`config.mk`:
```
export PLATFORM = sky130hd
export DESIGN_NAME = boreal_watchdog_mc_flat
export DESIGN_NICKNAME = d
export VERILOG_FILES = /design/src/rtl/boreal_watchdog_mc_if.sv /design/src/rtl/boreal_watchdog_mc.sv /design/src/flat_wrapper.sv
export SDC_FILE = /design/constraint.sdc
export NUM_CORES = 1
export LEC_CHECK = 0
export CAP_MARGIN = 10
export CORE_UTILIZATION = 64
export CTS_BUF_LIST = sky130_fd_sc_hd__clkbuf_4
export CTS_CLUSTER_SIZE = 30
export DETAILED_ROUTE_END_ITERATION = 10
export GPL_ROUTABILITY_DRIVEN = 0
export PLACE_DENSITY = 0.83
export SLEW_MARGIN = 20
export SYNTH_ARGS = -nofsm -noshare
export SYNTH_HDL_FRONTEND = slang
export SYNTH_SLANG_ARGS = --single-unit
```
`constraint.sdc`:
```
create_clock -name clk -period 5.7 [get_ports clk]
set_clock_uncertainty 0.15 [all_clocks]
set_input_delay 1.14 -clock clk [delete_from_list [all_inputs] [get_ports clk]]
set_output_delay 1.14 -clock clk [all_outputs]
set_load 0.1 [all_outputs]
```
`src/rtl/boreal_watchdog_mc_if.sv`:
```
// Watchdog bundle: per-channel kick/arm in,
// warn/fault status and fault statistics out.
interface boreal_watchdog_mc_if #(
  parameter int NUM_CH = 4
);
  logic [NUM_CH-1:0] kick;
  logic [NUM_CH-1:0] enable;
  logic              clear;
  logic [NUM_CH-1:0] warn;
  logic [NUM_CH-1:0] fault;
  logic [NUM_CH-1:0] fault_pulse;
  logic              any_fault;
  logic [7:0]        fault_count;

  modport master (
    output kick,
    output enable,
    output clear,
    input  warn,
    input  fault,
    input  fault_pulse,
    input  any_fault,
    input  fault_count
  );

  modport slave (
    input  kick,
    input  enable,
    input  clear,
    output warn,
    output fault,
    output fault_pulse,
    output any_fault,
    output fault_count
  );
endinterface

```
`src/rtl/boreal_watchdog_mc.sv`:
```
// Multi-channel watchdog with warn/fault/recover FSM per channel.
// Optional early-kick window fault: define BOREAL_WDT_WINDOW_EN.
module boreal_watchdog_mc #(
  parameter int NUM_CH         = 4,
  parameter int CNT_W          = 23,
  parameter int TIMEOUT_CYCLES = 5_000_000,
  parameter int WARN_CYCLES    = 4_000_000,
  parameter int RECOVER_KICKS  = 4,
  parameter int MIN_INTERVAL   = 1000
) (
  input  logic clk,
  input  logic rst,
  boreal_watchdog_mc_if.slave wd
);

  localparam int RC_W = $clog2(RECOVER_KICKS + 1);
  localparam logic [CNT_W-1:0] TO =
    CNT_W'(TIMEOUT_CYCLES);
  localparam logic [CNT_W-1:0] WN =
    CNT_W'(WARN_CYCLES);
  localparam logic [RC_W-1:0] RK =
    RC_W'(RECOVER_KICKS);

  if (NUM_CH < 1 || NUM_CH > 16 ||
      WARN_CYCLES <= 0 ||
      WARN_CYCLES >= TIMEOUT_CYCLES ||
      longint'(TIMEOUT_CYCLES) >=
        (longint'(1) << CNT_W) ||
      RECOVER_KICKS < 1 ||
      MIN_INTERVAL < 0) begin : g_bad_cfg
    $error("boreal_watchdog_mc: bad parameters");
  end

  typedef enum logic [2:0] {
    S_DIS,
    S_RUN,
    S_WARN,
    S_FAULT,
    S_REC
  } state_e;

  state_e           state_q [NUM_CH];
  state_e           state_d [NUM_CH];
  logic [CNT_W-1:0] cnt_q   [NUM_CH];
  logic [CNT_W-1:0] cnt_d   [NUM_CH];
  logic [CNT_W-1:0] cnt_inc [NUM_CH];
  logic [RC_W-1:0]  rc_q    [NUM_CH];
  logic [RC_W-1:0]  rc_d    [NUM_CH];

  logic [NUM_CH-1:0] early;
  logic [NUM_CH-1:0] warn_q, warn_d;
  logic [NUM_CH-1:0] fault_q, fault_d;
  logic [NUM_CH-1:0] pulse_q, pulse_d;
  logic              any_q;
  logic [7:0]        fcnt_q, fcnt_d;
  logic [8:0]        fsum;

`ifdef BOREAL_WDT_WINDOW_EN
  localparam logic [CNT_W-1:0] MI =
    CNT_W'(MIN_INTERVAL);

  always_comb begin
    early = '0;
    for (int i = 0; i < NUM_CH; i++) begin
      early[i] = cnt_q[i] < MI;
    end
  end
`else
  assign early = '0;
`endif

  always_comb begin
    for (int i = 0; i < NUM_CH; i++) begin
      state_d[i] = state_q[i];
      cnt_d[i]   = cnt_q[i];
      rc_d[i]    = rc_q[i];
      pulse_d[i] = 1'b0;
      cnt_inc[i] = cnt_q[i] + 1'b1;

      if (!wd.enable[i]) begin
        state_d[i] = S_DIS;
        cnt_d[i]   = '0;
        rc_d[i]    = '0;
      end else begin
        unique case (state_q[i])
          S_DIS: begin
            state_d[i] = S_RUN;
            cnt_d[i]   = '0;
            rc_d[i]    = '0;
          end
          S_RUN, S_WARN: begin
            if (wd.kick[i] && early[i]) begin
              state_d[i] = S_FAULT;
              cnt_d[i]   = TO;
              pulse_d[i] = 1'b1;
            end else if (wd.kick[i]) begin
              state_d[i] = S_RUN;
              cnt_d[i]   = '0;
            end else if (cnt_inc[i] >= TO) begin
              state_d[i] = S_FAULT;
              cnt_d[i]   = TO;
              pulse_d[i] = 1'b1;
            end else begin
              cnt_d[i]   = cnt_inc[i];
              state_d[i] = (cnt_inc[i] >= WN) ?
                           S_WARN : S_RUN;
            end
          end
          S_FAULT: begin
            if (wd.clear) begin
              state_d[i] = S_RUN;
              cnt_d[i]   = '0;
              rc_d[i]    = '0;
            end else if (wd.kick[i]) begin
              cnt_d[i] = '0;
              if (RK == RC_W'(1)) begin
                state_d[i] = S_RUN;
                rc_d[i]    = '0;
              end else begin
                state_d[i] = S_REC;
                rc_d[i]    = RC_W'(1);
              end
            end
          end
          S_REC: begin
            if (wd.clear) begin
              state_d[i] = S_RUN;
              cnt_d[i]   = '0;
              rc_d[i]    = '0;
            end else if (wd.kick[i] && early[i]) begin
              state_d[i] = S_FAULT;
              cnt_d[i]   = TO;
              rc_d[i]    = '0;
            end else if (wd.kick[i]) begin
              cnt_d[i] = '0;
              if (rc_q[i] + 1'b1 == RK) begin
                state_d[i] = S_RUN;
                rc_d[i]    = '0;
              end else begin
                rc_d[i] = rc_q[i] + 1'b1;
              end
            end else if (cnt_inc[i] >= TO) begin
              // recovery lapsed: silent return to fault
              state_d[i] = S_FAULT;
              cnt_d[i]   = TO;
              rc_d[i]    = '0;
            end else begin
              cnt_d[i] = cnt_inc[i];
            end
          end
          default: begin
            state_d[i] = S_DIS;
            cnt_d[i]   = '0;
            rc_d[i]    = '0;
          end
        endcase
      end

      warn_d[i]  = state_d[i] == S_WARN;
      fault_d[i] = (state_d[i] == S_FAULT) ||
                   (state_d[i] == S_REC);
    end
  end

  // clear restarts the tally; same-cycle entries still count
  always_comb begin
    fsum = wd.clear ? 9'd0 : {1'b0, fcnt_q};
    for (int i = 0; i < NUM_CH; i++) begin
      fsum = fsum + 9'(pulse_d[i]);
    end
    fcnt_d = fsum[8] ? 8'hFF : fsum[7:0];
  end

  always_ff @(posedge clk) begin
    if (rst) begin
      for (int i = 0; i < NUM_CH; i++) begin
        state_q[i] <= S_DIS;
        cnt_q[i]   <= '0;
        rc_q[i]    <= '0;
      end
      warn_q  <= '0;
      fault_q <= '0;
      pulse_q <= '0;
      any_q   <= 1'b0;
      fcnt_q  <= '0;
    end else begin
      for (int i = 0; i < NUM_CH; i++) begin
        state_q[i] <= state_d[i];
        cnt_q[i]   <= cnt_d[i];
        rc_q[i]    <= rc_d[i];
      end
      warn_q  <= warn_d;
      fault_q <= fault_d;
      pulse_q <= pulse_d;
      any_q   <= |fault_d;
      fcnt_q  <= fcnt_d;
    end
  end

  assign wd.warn        = warn_q;
  assign wd.fault       = fault_q;
  assign wd.fault_pulse = pulse_q;
  assign wd.any_fault   = any_q;
  assign wd.fault_count = fcnt_q;

endmodule

```
`src/flat_wrapper.sv`:
```
// flat-port wrapper written by rule: the top's interface ports become plain ports
module boreal_watchdog_mc_flat 
#(
  parameter int NUM_CH         = 4,
  parameter int CNT_W          = 23,
  parameter int TIMEOUT_CYCLES = 5_000_000,
  parameter int WARN_CYCLES    = 4_000_000,
  parameter int RECOVER_KICKS  = 4,
  parameter int MIN_INTERVAL   = 1000
)
  (clk, rst, wd_kick, wd_enable, wd_clear, wd_warn, wd_fault, wd_fault_pulse, wd_any_fault, wd_fault_count);
  boreal_watchdog_mc_if #(.NUM_CH(NUM_CH)) wd_i ();
  input  logic clk;
  input  logic rst;
  input wire logic [$bits(wd_i.kick)-1:0] wd_kick;
  input wire logic [$bits(wd_i.enable)-1:0] wd_enable;
  input wire logic [$bits(wd_i.clear)-1:0] wd_clear;
  output wire logic [$bits(wd_i.warn)-1:0] wd_warn;
  output wire logic [$bits(wd_i.fault)-1:0] wd_fault;
  output wire logic [$bits(wd_i.fault_pulse)-1:0] wd_fault_pulse;
  output wire logic [$bits(wd_i.any_fault)-1:0] wd_any_fault;
  output wire logic [$bits(wd_i.fault_count)-1:0] wd_fault_count;
  assign wd_i.kick = wd_kick;
  assign wd_i.enable = wd_enable;
  assign wd_i.clear = wd_clear;
  assign wd_warn = wd_i.warn;
  assign wd_fault = wd_i.fault;
  assign wd_fault_pulse = wd_i.fault_pulse;
  assign wd_any_fault = wd_i.any_fault;
  assign wd_fault_count = wd_i.fault_count;
  boreal_watchdog_mc #(.NUM_CH(NUM_CH), .CNT_W(CNT_W), .TIMEOUT_CYCLES(TIMEOUT_CYCLES), .WARN_CYCLES(WARN_CYCLES), .RECOVER_KICKS(RECOVER_KICKS), .MIN_INTERVAL(MIN_INTERVAL)) u_core (.clk(clk), .rst(rst), .wd(wd_i));
endmodule
```
* After elaboration in Yosys (flattened, before gate mapping)
Memory sizes are Yosys's and may differ from the RTL's.
Cells that the tools add are included.
** Storage, ports and cells
- Register bits after elaboration :: 21
- RAM bits :: 116
- Output and inout port bits :: 21
- Memories :: 3
** Memory list
- u_core.cnt_q :: words 4, width 23, rd ports 4, clocked after memory_dff 0, write ports 4, line boreal_watchdog_mc.sv:44 : logic [CNT_W-1:0] cnt_q [NUM_CH];
- u_core.rc_q :: words 4, width 3, rd ports 4, clocked after memory_dff 0, write ports 4, line boreal_watchdog_mc.sv:47 : logic [RC_W-1:0] rc_q [NUM_CH];
- u_core.state_q :: words 4, width 3, rd ports 4, clocked after memory_dff 0, write ports 4, line boreal_watchdog_mc.sv:42 : state_e state_q [NUM_CH];
** Operators by class
- Add/sub/neg operators :: 12
- Order comparisons :: 8
- Equal/unequal tests :: 32
- Multiplexer cells :: 137
- Bitwise operators :: 12
- Reductions and logical operators :: 13
** Operators with widths (count)
- two-way mux 23 bit :: 28
- case mux 23 bit (3 select lines) :: 4
- two-way mux 3 bit :: 72
- adder 23 x 1 -> 23 bit (second input constant) :: 4
- >= comparator 23 x 22 -> 1 bit (second input constant) :: 4
- >= comparator 23 bit (second input constant) :: 4
- == test 3 x 2 -> 1 bit (second input constant) :: 16
- case mux 3 bit (4 select lines) :: 4
- adder 9 x 1 -> 9 bit :: 4
- == test 3 bit (second input constant) :: 12
- case mux 3 bit (3 select lines) :: 4
- two-way mux 1 bit :: 19
- two-way mux 8 bit :: 2
- adder 3 x 1 -> 3 bit (second input constant) :: 4
- == test 3 x 1 -> 1 bit (second input constant) :: 4
- logical NOT 3 bit :: 4
- OR 1 bit :: 12
- two-way mux 2 bit :: 4
- OR reduction 2 bit :: 4
- logical OR 1 bit :: 4
- OR reduction 4 bit :: 1

* Longest topological paths before layout
An unclocked memory read counts as a cell.
- Word-level depth :: 12
- Mapped depth :: 21
- Depth with buffers taken out :: 19

* Least setup slack after synthesis
No wires, ideal clock.
- Kind :: flip-flop to flip-flop
- Start point :: mem u_core.cnt_q[0][0]
- End point :: reg u_core.fcnt_q[5], in the netlist u_core.wd.fault_count[5]
- Arrival time :: 4.563 ns
- Data required time :: 5.485 ns
- Setup slack :: 0.922 ns
- Stages on the path, launching flop included :: 22
- Path buffers :: 2
- Period minus slack after synthesis :: 4.778 ns
- Cell sequence :: dfxtp_1 -> ha_1 -> buf_4 -> and3_1 -> buf_2 -> nand4b_1 -> and3_1 -> nor4b_1 -> a21oi_1 -> nor4_2 -> o21ai_1 -> a21o_1 -> or4b_1 -> fa_1 -> fa_1 -> inv_1 -> fa_1 -> nand3_1 -> inv_1 -> nand3_1 -> o21a_1 -> nor2_1
** RTL lines
- from (decl) :: line boreal_watchdog_mc.sv:44
- to (signal assigned) :: line boreal_watchdog_mc.sv:196 : fcnt_q <= fcnt_d;
- to (decl) :: line boreal_watchdog_mc.sv:55 : logic [7:0] fcnt_q, fcnt_d;

==> results.sh <==
export IMPL_tightestPinTransition_ps=1090
export IMPL_area_growth_pct=5.00
export IMPL_cp_end_kind="flop"
export IMPL_p_leak_nw=3.53
export IMPL_grt_overflow_total=0
export IMPL_rows=44
export IMPL_cp_max_fo=9
export IMPL_synth_largest_area_cell="dfxtp_1"
export IMPL_synth_top_family_by_area="simple AND/OR/NAND/NOR gates"
export IMPL_antenna_found_initial=1
export IMPL_final_hold_viol_count=0
export IMPL_cts_max_path_buffers=2
export IMPL_die_y_um=126
export IMPL_avgSynthCellArea_um2=7.34
export IMPL_synth_edf_count=0
export IMPL_dieWidth_um=126
export IMPL_cts_tree="yes"
export IMPL_yosysSeqAreaShare=0.279
export IMPL_synthTopCellsByCount="154 x nor2_1, 137 x dfxtp_1, 128 x a21oi_1"
export IMPL_clkSlewWorstSetupHoldPaths_ps=110
export IMPL_ios=32
export IMPL_setup_viol=0
export IMPL_synthCells=1338
export IMPL_grt_pass1_wl_um=41400
export IMPL_synth_fa_ha_area_frac=0.0278
export IMPL_hold_ws_ps=335
export IMPL_critPathKind="reg2reg"
export IMPL_drive_gt1_frac=0.0730
export IMPL_clkLatencyLatePin_ps=550
export IMPL_syn_nets=1369
export IMPL_yosys_mux_area_fraction=0.0112
export IMPL_first_pass_iters=5
export IMPL_nets=1333
export IMPL_core_um2=14800
export IMPL_worst_hold_path_type="reg2reg"
export IMPL_finalMaxSlewViolations=0
export IMPL_die_area_um2=15800
export IMPL_via_per_inst=6.60
export IMPL_startpoint_type="flop"
export IMPL_grt_start_max_net_pins=27
export IMPL_ys_types=92
export IMPL_numCtsBuffers=17
export IMPL_ys_warn_count=0
export IMPL_cts_root_buf="clkbuf_4"
export IMPL_p_per_area_nw_per_um2=164
export IMPL_worst_ep_arrival_time_ps=5590
export IMPL_period_share=0.922
export IMPL_drv_cap=0
export IMPL_dp_hpwl_um=16800
export IMPL_max_slew_margin=0.274
export IMPL_fin_util=0.699
export IMPL_finalWirelength_um=24500
export IMPL_synth_most_common_cell="nor2_1"
export IMPL_synth_compound_area_share=0.257
export IMPL_fin_setup_tns_ps=0
export IMPL_cp_required_ps=6030
export IMPL_synth_area_um2=9820
export IMPL_peakVddDrop_mv=0.139
export IMPL_drc_errors=0
export IMPL_synth_main_ff_cell="dfxtp_1"
export IMPL_p_total_mw=1.69
export IMPL_yosys_top_cells_area="dfxtp_1 28%, a21oi_1 6.5%, nor2_1 5.9%"
export IMPL_synth_simple_area_share=0.331
export IMPL_start_util=0.666
export IMPL_synth_top_cell_area_share=0.279
export IMPL_vias=9894
export IMPL_grt_total_usage=0.312
export IMPL_fmax_mhz=190
export IMPL_postCtsSetupBuffers=0
export IMPL_grt_pass1_vias=8862
export IMPL_drt_iter0_markers=762
export IMPL_ant_nets=0
export IMPL_ys_seq_elements=137
export IMPL_post_drt_wl_per_cell_um=16.3
export IMPL_htree_levels=4
export IMPL_port_buffers=31
export IMPL_synth_xor_area_share=0.0401
export IMPL_status="finished, final reports clean"
export IMPL_post_route_min_period_ps=5260
export IMPL_synthArstFlopShare=0
export IMPL_clkSinkCount=137
==> final timing paths <==
check,from,end,slack (ps),cells past startpoint
min reg2reg,u_core.rc_q[0][2],u_core.rc_q[0][2],340,2
max,u_core.cnt_q[0][1],u_core.wd.fault_count[5],440,19
max reg2reg,u_core.cnt_q[0][1],u_core.wd.fault_count[5],440,19
min,u_core.rc_q[0][2],u_core.rc_q[0][2],340,2
==> placed cells by master (no fill, tap or decap), types with 24 or more instances in the layout <==
master             n
and3_1            24
clkdlybuf4s50_1   31
nor3_1            54
dfxtp_1          136
xnor2_1           26
nor2_1           154
inv_1             25
nand4_1           25
nand2_1          101
or3_1             24
a21oi_1          128
o21ai_0          107
nand3_1           55
==> logic make-up after synthesis <==
| logic type | after synthesis |
|---|---|
| buffers and inverters | 126 |
| AO/OA/AOI/OAI | 406 |
| flip-flops | 137 |
| multiplexers | 11 |
| adder cells (fa/ha/maj) | 20 |
| XOR/XNOR | 45 |
| AND/OR/NAND/NOR | 593 |
==> layer usage <==
metal  vias to the layer above  routed length, um  global-route usage
li1                       4855                  -                   -
met1                      4633              11100               0.414
met2                       373              11400               0.514
met3                        33               1560              0.0489
met4                         0                361               0.110
met5                         -                  0                   0
==> flip-flops by register name (all words and copies together), names as in the netlist <==
| name | count |
|---|---|
| u_core.cnt_q | 92 |
| u_core.rc_q | 12 |
| u_core.state_q | 12 |
| u_core.wd.any_fault | 1 |
| u_core.wd.fault | 4 |
| u_core.wd.fault_count | 8 |
| u_core.wd.fault_pulse | 4 |
| u_core.wd.warn | 4 |
==> critical path: stages (launching register included) <==
cell	delay (ps)
dfxtp_1	500
ha_2	340
and3_1	300
nand3_1	170
xnor2_2	230
nor4b_2	260
a21oi_1	110
nor4_2	280
o21ai_1	140
a21o_1	210
or4b_1	570
fa_1	490
fa_1	440
inv_1	80
fa_1	230
nand3_1	150
inv_1	80
nand3_1	210
o21a_1	170
nor2_1	80
==> area by class of cell <==
cell class,instances,area (um2)
inverter,26,97.6
clock buffer,20,150
sequential,137,2740
timing repair buffer,45,419
antenna,1,2.50
tap,184,230
multi-input combinational,1075,6560
clock inverter,12,108
fill,1283,4440
==> stage by stage <==
stage / cells / setup WS, ps / cell area (um2)
CTS: 1498 / 247 / 10300
floorplan: 1338 / 922 / 9820
global route: 1500 / -28.5 / 10300
finish: 1500 / 444 / 10300
global placement: 1466 / 574 / 10000
detailed placement: 1466 / 287 / 10000
==> repair_timing <==
action / in CTS / in global routing
resized for setup: 0 / 4
hold buffers: 0 / 0
endpoints found under the setup margin: 0 / 8
==> power breakdown <==
group | internal (mW) | switching, mW
Sequential | 0.960 | 0.00493
Clock | 0.265 | 0.363
Combinational | 0.0305 | 0.0679
Total | 1.26 | 0.436
Power figures use the tool's default switching activity.
